**src/rtl/dom_dep_multibit_seq.sv**
```systemverilog
// Lane-folded masked AND: LANES dom_dep gadgets process a BIT_WIDTH-bit shared operand
// pair chunk by chunk. A tag pipeline tracks which chunk each gadget output belongs to.

module dom_dep #(
  parameter int D          = 1,
  parameter int PIPELINING = 1,
  parameter int N          = D + 1,
  parameter int L          = (D + 1) * D / 2
) (
  input  logic         clk,
  input  logic [N-1:0] x_i,
  input  logic [N-1:0] y_i,
  input  logic [N-1:0] r1_i,
  input  logic [L-1:0] r2_i,
  output logic [N-1:0] c_o
);

  function automatic int pair_idx(input int i, input int j);
    return i * N - (i * (i + 1)) / 2 + (j - i - 1);
  endfunction

  logic [N*N-1:0] cross_d;
  logic [N*N-1:0] cross_p0;
  logic [N-1:0]   x_p0;
  logic [N-1:0]   b_p0;
  logic [N-1:0]   c_comb;
  logic           bsum;

  always_comb begin
    cross_d = '0;
    for (int i = 0; i < N; i++) begin
      for (int j = 0; j < N; j++) begin
        if (i == j)     cross_d[i*N+j] = x_i[i] & r1_i[j];
        else if (i < j) cross_d[i*N+j] = (x_i[i] & r1_i[j]) ^ r2_i[pair_idx(i, j)];
        else            cross_d[i*N+j] = (x_i[i] & r1_i[j]) ^ r2_i[pair_idx(j, i)];
      end
    end
  end

  // Stage p0: blinded y (y ^ z) and resharing cross terms registered before any recombination
  always_ff @(posedge clk) begin
    x_p0     <= x_i;
    b_p0     <= y_i ^ r1_i;
    cross_p0 <= cross_d;
  end

  always_comb begin
    c_comb = '0;
    bsum   = ^b_p0;
    for (int i = 0; i < N; i++) begin
      c_comb[i] = x_p0[i] & bsum;
      for (int j = 0; j < N; j++) c_comb[i] = c_comb[i] ^ cross_p0[i*N+j];
    end
  end

  // Stage p1: optional output register
  if (PIPELINING != 0) begin : g_pipe
    logic [N-1:0] c_p1;
    always_ff @(posedge clk) c_p1 <= c_comb;
    assign c_o = c_p1;
  end else begin : g_comb
    assign c_o = c_comb;
  end

endmodule

module dom_dep_multibit_seq #(
  parameter int D          = 1,
  parameter int BIT_WIDTH  = 8,
  parameter int LANES      = 2,
  parameter int PIPELINING = 1,
  parameter int N          = D + 1,
  parameter int L          = (D + 1) * D / 2,
  parameter int K          = BIT_WIDTH / LANES
) (
  input  logic                   clk,
  input  logic                   rst,
  input  logic                   in_valid,
  output logic                   in_ready,
  input  logic [N*BIT_WIDTH-1:0] port_a,
  input  logic [N*BIT_WIDTH-1:0] port_b,
  input  logic                   rnd_valid,
  output logic                   rnd_ready,
  input  logic [N*LANES-1:0]     port_r1,
  input  logic [L*LANES-1:0]     port_r2,
  output logic                   out_valid,
  input  logic                   out_ready,
  output logic [N*BIT_WIDTH-1:0] port_c,
  output logic                   busy
);

  localparam int GL    = 1 + PIPELINING;
  localparam int IDX_W = (K > 1) ? $clog2(K) : 1;
  localparam int NB    = N * BIT_WIDTH;

  if (BIT_WIDTH % LANES != 0) begin : g_bad_cfg
    $error("BIT_WIDTH must be a multiple of LANES");
  end

  typedef enum logic [1:0] {IDLE, RUN, DRAIN, DONE} state_t;

  state_t                     state_q, state_d;
  logic [IDX_W-1:0]           idx_q, idx_d;
  logic [GL-1:0]              tag_vld_q, tag_vld_d;
  logic [GL-1:0][IDX_W-1:0]   tag_idx_q, tag_idx_d;
  logic [NB-1:0]              a_q, a_d, b_q, b_d, c_q, c_d;
  logic [N*LANES-1:0]         lane_x, lane_y, lane_c;
  logic                       issue;

  assign issue = (state_q == RUN) && rnd_valid;

  // Idle cycles feed zeros so stale operand shares never meet in a gadget
  always_comb begin
    lane_x = '0;
    lane_y = '0;
    for (int l = 0; l < LANES; l++) begin
      for (int s = 0; s < N; s++) begin
        if (issue) begin
          lane_x[l*N+s] = a_q[(int'(idx_q) * LANES + l) * N + s];
          lane_y[l*N+s] = b_q[(int'(idx_q) * LANES + l) * N + s];
        end
      end
    end
  end

  for (genvar l = 0; l < LANES; l++) begin : g_lane
    dom_dep #(.D(D), .PIPELINING(PIPELINING), .N(N), .L(L)) u_gadget (
      .clk  (clk),
      .x_i  (lane_x[l*N +: N]),
      .y_i  (lane_y[l*N +: N]),
      .r1_i (port_r1[l*N +: N]),
      .r2_i (port_r2[l*L +: L]),
      .c_o  (lane_c[l*N +: N])
    );
  end

  always_comb begin
    state_d   = state_q;
    idx_d     = idx_q;
    a_d       = a_q;
    b_d       = b_q;
    c_d       = c_q;
    tag_vld_d = tag_vld_q;
    tag_idx_d = tag_idx_q;

    for (int g = GL - 1; g > 0; g--) begin
      tag_vld_d[g] = tag_vld_q[g-1];
      tag_idx_d[g] = tag_idx_q[g-1];
    end
    tag_vld_d[0] = issue;
    tag_idx_d[0] = idx_q;

    if (tag_vld_q[GL-1]) begin
      for (int l = 0; l < LANES; l++) begin
        for (int s = 0; s < N; s++) begin
          c_d[(int'(tag_idx_q[GL-1]) * LANES + l) * N + s] = lane_c[l*N+s];
        end
      end
    end

    unique case (state_q)
      IDLE: begin
        if (in_valid) begin
          a_d     = port_a;
          b_d     = port_b;
          c_d     = '0;
          idx_d   = '0;
          state_d = RUN;
        end
      end
      RUN: begin
        if (issue) begin
          idx_d = idx_q + 1'b1;
          if (idx_q == IDX_W'(K - 1)) state_d = DRAIN;
        end
      end
      DRAIN: begin
        if (tag_vld_q == '0) state_d = DONE;
      end
      DONE: begin
        if (out_ready) state_d = IDLE;
      end
      default: state_d = IDLE;
    endcase
  end

  always_ff @(posedge clk or negedge rst) begin
    if (!rst) begin
      state_q   <= IDLE;
      idx_q     <= '0;
      tag_vld_q <= '0;
      tag_idx_q <= '0;
      a_q       <= '0;
      b_q       <= '0;
      c_q       <= '0;
    end else begin
      state_q   <= state_d;
      idx_q     <= idx_d;
      tag_vld_q <= tag_vld_d;
      tag_idx_q <= tag_idx_d;
      a_q       <= a_d;
      b_q       <= b_d;
      c_q       <= c_d;
    end
  end

  assign in_ready  = (state_q == IDLE);
  assign rnd_ready = (state_q == RUN);
  assign out_valid = (state_q == DONE);
  assign busy      = (state_q != IDLE);
  assign port_c    = c_q;

endmodule
```
**config.mk**
```make
export PLATFORM = sky130hd
export DESIGN_NAME = dom_dep_multibit_seq
export DESIGN_NICKNAME = d
export VERILOG_FILES = /design/src/rtl/dom_dep_multibit_seq.sv
export SDC_FILE = /design/constraint.sdc
export NUM_CORES = 1
export LEC_CHECK = 0
export BUFFER_PORTS_ARGS = -buffer_cell sky130_fd_sc_hd__buf_2
export CORE_MARGIN = 4
export CORE_UTILIZATION = 58
export DETAILED_ROUTE_END_ITERATION = 10
export GPL_ROUTABILITY_DRIVEN = 0
export PLACE_DENSITY = 0.91
export SLEW_MARGIN = 30
export SYNTH_ARGS = -nofsm -noshare
export SYNTH_HDL_FRONTEND = slang
export SYNTH_SLANG_ARGS = --single-unit
export TNS_END_PERCENT = 20
```
**constraint.sdc**
```tcl
create_clock -name clk -period 2.82 [get_ports clk]
set_input_delay 0.423 -clock clk [delete_from_list [all_inputs] [get_ports clk]]
set_output_delay 0.423 -clock clk [all_outputs]
set_load 0.005 [all_outputs]
```
# Word-level counts from Yosys, hierarchy flattened

Cells that the tools add are included.

Flip-flop bits (word level): 78
Output and inout port bits: 20
Logic and storage cells: 138
Bits of input ports: 43

Reduce and logical (&&, ||, !) cells: 14
Muxes and demuxes: 54
Equal/unequal tests: 9
Add/sub/neg operators: 7
Bitwise logic cells: 26
Magnitude comparators: 12

Operator list:

| kind                  | number |
|---|---|
| $bwmux W16            | 4 |
| $lt A32 B6 Y1 const B | 2 |
| $mux W16              | 3 |
| $ge A32 B1 Y1 const B | 1 |
| $mux W1               | 26 |
| $bmux W1 S4           | 4 |
| $mux W2               | 7 |
| $add A5 B1 Y6 const B | 2 |
| $and A1 B1 Y1         | 12 |
| $lt A6 B5 Y1 const B  | 2 |
| $xor A1 B1 Y1         | 12 |
| $add A4 B1 Y5 const B | 2 |
| $lt A4 B5 Y1 const B  | 2 |
| $lt A5 B5 Y1 const B  | 2 |
| $add A3 B1 Y4 const B | 2 |
| $demux W1 S4          | 2 |
| $pmux W2 S4           | 1 |
| $bmux W1 S3           | 2 |
| $eq A2 B2 Y1 const B  | 3 |
| $ge A6 B1 Y1 const B  | 1 |
| $ne A2 B1 Y1 const B  | 3 |
| $ge A5 B1 Y1 const B  | 1 |
| $logic_and A1 B1 Y1   | 5 |
| $reduce_and A5 Y1     | 1 |
| 14 further kinds      | 20 |

# Logic depth before layout (Yosys ltp)

Depth after elaboration: 11
Mapped depth: 7
Mapped depth without buffers: 6

# Modules after synthesis

Synthesis repeated with hierarchy kept, for this count alone.

Cell total of the unflattened synthesis: 236
Area total of the unflattened synthesis: 3264.4 µm²

Modules (own cells, without submodules):

| module               | area an instance (µm²) | cells an instance | times used |
|---|---|---|---|
| dom_dep_multibit_seq | 2651.3                 | 186               | 1 |
| dom_dep              | 306.5                  | 25                | 2 |

# Worst setup path after synthesis

No wires, ideal clock.

Path kind: flip-flop to flip-flop
From: register state_q[0]
To: register a_q[12]
Path buffers: 2
Arrival: 1599 ps
Period minus slack after synthesis: 1727 ps
Setup time: 128 ps
Required time: 2692 ps
Setup slack: 1093 ps
Stages on the path, launching flop included: 7
Path through: dfrtp_1 inv_1 ha_1 and2_1 buf_2 buf_2 mux2_1

Longest elaborated chain between the ends: 2

Ends and longest elaborated chain:

| element                            | line | source |
|---|---|---|
| start, declared                    | 102  | `state_t state_q, state_d;` |
| start signal, assigned             | 197  | `state_q <= state_d;` |
| $logic_not A2 Y1                   | --   |  |
| named net in_ready                 | 79   | `output logic in_ready,` |
| $reduce_and A2 Y1 (no source line) | --   |  |
| end signal, assigned               | 193  | `a_q <= '0;` |
| end signal, assigned               | 201  | `a_q <= a_d;` |
| end, declared                      | 106  | `logic [NB-1:0] a_q, a_d, b_q, b_d, c_q, c_d;` |

The timed path passes the listed nets, and every way through them passes these cells.
A chain may end at the register's enable or synchronous reset.

# Worst setup path in the final report

From: register state_q[0]
To: register b_q[14]

Longest elaborated chain between the ends: 2

Ends and longest elaborated chain:

| element                            | line | source |
|---|---|---|
| $logic_not A2 Y1                   | 161  | `unique case (state_q)` |
| $reduce_and A2 Y1 (no source line) | --   |  |
| end signal, assigned               | 194  | `b_q <= '0;` |
| end signal, assigned               | 202  | `b_q <= b_d;` |
| end, declared                      | 106  |  |

No other way between the ends.

==> results.json <==
{
  "synth_area_leaders": "dfrtp_1, dfxtp_1, mux2i_1",
  "worstPathBufferInverterCount": 1,
  "ys_ff_latch": 78,
  "finalCritPeriodShare": 0.707,
  "critical_path.cell_chain": "inv_1 -> ha_1 -> and2_2 -> mux2_2",
  "p_leak_nw": 1.87,
  "max_stage_delay_ps": 660,
  "period_minus_slack_ps": 1990,
  "hold_slack_ps": 145,
  "critPathRequiredTime_ps": 3060,
  "start_util": 0.612,
  "hold_buffers": 0,
  "cts.sinks": 78,
  "final_area_sq_um": 3770,
  "setup_slack_ps": 827,
  "cp_top_family": "simple AND/OR/NAND/NOR gates",
  "crit_fanout": 33,
  "synth_top_flop_cell": "dfrtp_1",
  "dp.cells": 361,
  "grt_max_degree": 37,
  "dpl_worst_slack_ps": 863,
  "syn_area_sq_um": 3200,
  "slew_violations": 0,
  "first_iter_violations": 60,
  "power_mw": 3.76,
  "cts_tree": "done",
  "synth_top_area_cell": "dfrtp_1",
  "final_cells": 377,
  "worst_slew_pin_slew_ps": 782,
  "crit_type": "reg -> reg",
  "numCtsBuffers": 9,
  "die_w_um": 82.3,
  "wire_per_inst_um": 15.8,
  "layout_common_cells": "buf_2, dfrtp_1, mux2i_1",
  "hold_viol": 0,
  "rsz0062_at_grt": "false",
  "r2r_setup_slack_ps": 830,
  "grt_pass1_vias": 2074,
  "syn_area_per_cell_sq_um": 13.6,
  "r2r_end": "b_q[14]",
  "routed_via_density": 5.35,
  "grt_pass1_wl_um": 10000,
  "h-tree-depth": 3,
  "status": "complete, no violations",
  "mostFrequentLayoutCell": "buf_2",
  "end_kind": "flop",
  "ys_warn_count": 0,
  "io_buffers": 62,
  "drive_gt1_frac": 0.384,
  "synth_nets": 284,
  "placedInstanceArea_sq_um": 3570,
  "chipHeight_um": 82.3,
  "clk_path_buf_depth": 2,
  "async_flop_share": 0.744,
  "fp-row-count": 26,
  "antenna_found_initial": 0,
  "core_sq_um": 5240,
  "irDropWorstVdd_v": 0.000716,
  "hpwl_um": 4220,
  "timing.fmax_mhz": 502,
  "grtUsageTotal": 0.201,
  "cts.repair.resized": 0,
  "hp-class": "in -> async",
  "syn_to_final_growth_pct": 17.7,
  "synthCells": 235,
  "dieArea_sq_um": 6780,
  "r2r-start": "state_q[0]",
  "slowest_stage": "and2_2",
  "clk_latency_ps": 350,
  "critPathArrivalTime_ps": 2230,
  "fin_nets": 351,
  "fin_util": 0.720,
  "rr_worst_depth": 4,
  "setup_violations": 0,
  "fill_cells": 351,
  "root_buffer": "clkbuf_8",
  "maxCapViolations": 0,
  "grt.overflow.total": 0,
  "num_io_pins": 63,
  "synthDistinctLibCells": 33,
  "wirelength_um": 5940,
  "vias": 2018,
  "ys_seq_area_frac": 0.578,
  "startpoint_type": "flop",
  "tns_ps": 0,
  "diodes": 0,
  "synth_edf_count": 0,
  "p_per_area_nw_per_um2": 997,
  "ant_nets": 0,
  "fin_skew_ps": 9.09,
  "cts_setup_buffers": 0,
  "clkTransAtPathRegs_ps": 90,
  "drc": 0,
  "drt-pass1-iter-count": 4,
  "synth_top_area_frac": 0.453,
  "maxSlewHeadroom": 0.479
}
==> worst max path at each step <==
| stage | to | cells past startpoint | slack (ps) | startpoint |
|---|---|---|---|---|
| 2_1_floorplan | a_q[12] | 6 | 1090 | state_q[0] |
| 3_3_place_gp | b_q[8] | 4 | 940 | state_q[0] |
| 3_5_place_dp | port_c[1] | 5 | 860 | state_q[0] |
| 4_1_cts | b_q[14] | 4 | 800 | state_q[0] |
| 5_1_grt | port_c[8] | 5 | 690 | state_q[0] |
| 6_report | b_q[14] | 4 | 830 | state_q[0] |
==> synth_stat cells, drive strengths merged (4+ instances only) <==
cell / number
dfrtp: 58
mux2: 33
mux2i: 25
dfxtp: 20
nor2: 17
xor2: 10
buf: 9
nand2: 9
xnor2: 8
and2: 6
ha: 6
inv: 6
and3: 5
mux4: 4
o22ai: 4
==> final cells by class <==
| class | instances | area [sq um] | share of cell area |
|---|---|---|---|
| Sequential cell | 78 | 1850 | 0.491 |
| Clock inverter | 7 | 80.1 | 0.0212 |
| Tap cell | 70 | 87.6 | 0.0232 |
| Multi-Input combinational cell | 142 | 1270 | 0.337 |
| Clock buffer | 9 | 124 | 0.0328 |
| Inverter | 6 | 22.5 | 0.00597 |
| Timing Repair Buffer | 65 | 333 | 0.0883 |
==> routing by layer <==
metal	wire, um	part of all wire	global-route usage
met5	0	0	0
met4	123	0.021	0.0897
met3	450	0.076	0.0564
met2	2850	0.48	0.322
met1	2520	0.42	0.254
==> kinds of logic after synthesis <==
logic type / Yosys count / synth area share
and+or+nand+nor: 44 / 0.0746
DFF: 78 / 0.578
muxes: 62 / 0.222
AOI/OAI and AO/OA: 12 / 0.0273
adders and majority gates: 6 / 0.0234
buffers and inverters: 15 / 0.0254
xor gates and xnor gates: 18 / 0.0492
==> sequential cells by signal, summed over array words and instances, names as in the netlist <==
signal and flops:
g_lane.u_gadget.x_p0 4, state_q 2, b_q 16, tag_idx_d 2
tag_vld_q 2, g_lane.u_gadget.c_o 4, g_lane.u_gadget.cross_p0 8, idx_q 2
a_q 16, port_c 16, tag_idx_q 2, g_lane.u_gadget.b_p0 4
==> where the power goes <==
part | leakage, nW | switching, mW | total [mW] | internal (mW)
Combinational | 0.884 | 0.482 | 1.09 | 0.609
Clock | 0.0973 | 0.433 | 0.853 | 0.421
Sequential | 0.894 | 0.276 | 1.82 | 1.54
Total | 1.88 | 1.19 | 3.76 | 2.57
(Power assumes the default switching activity.)
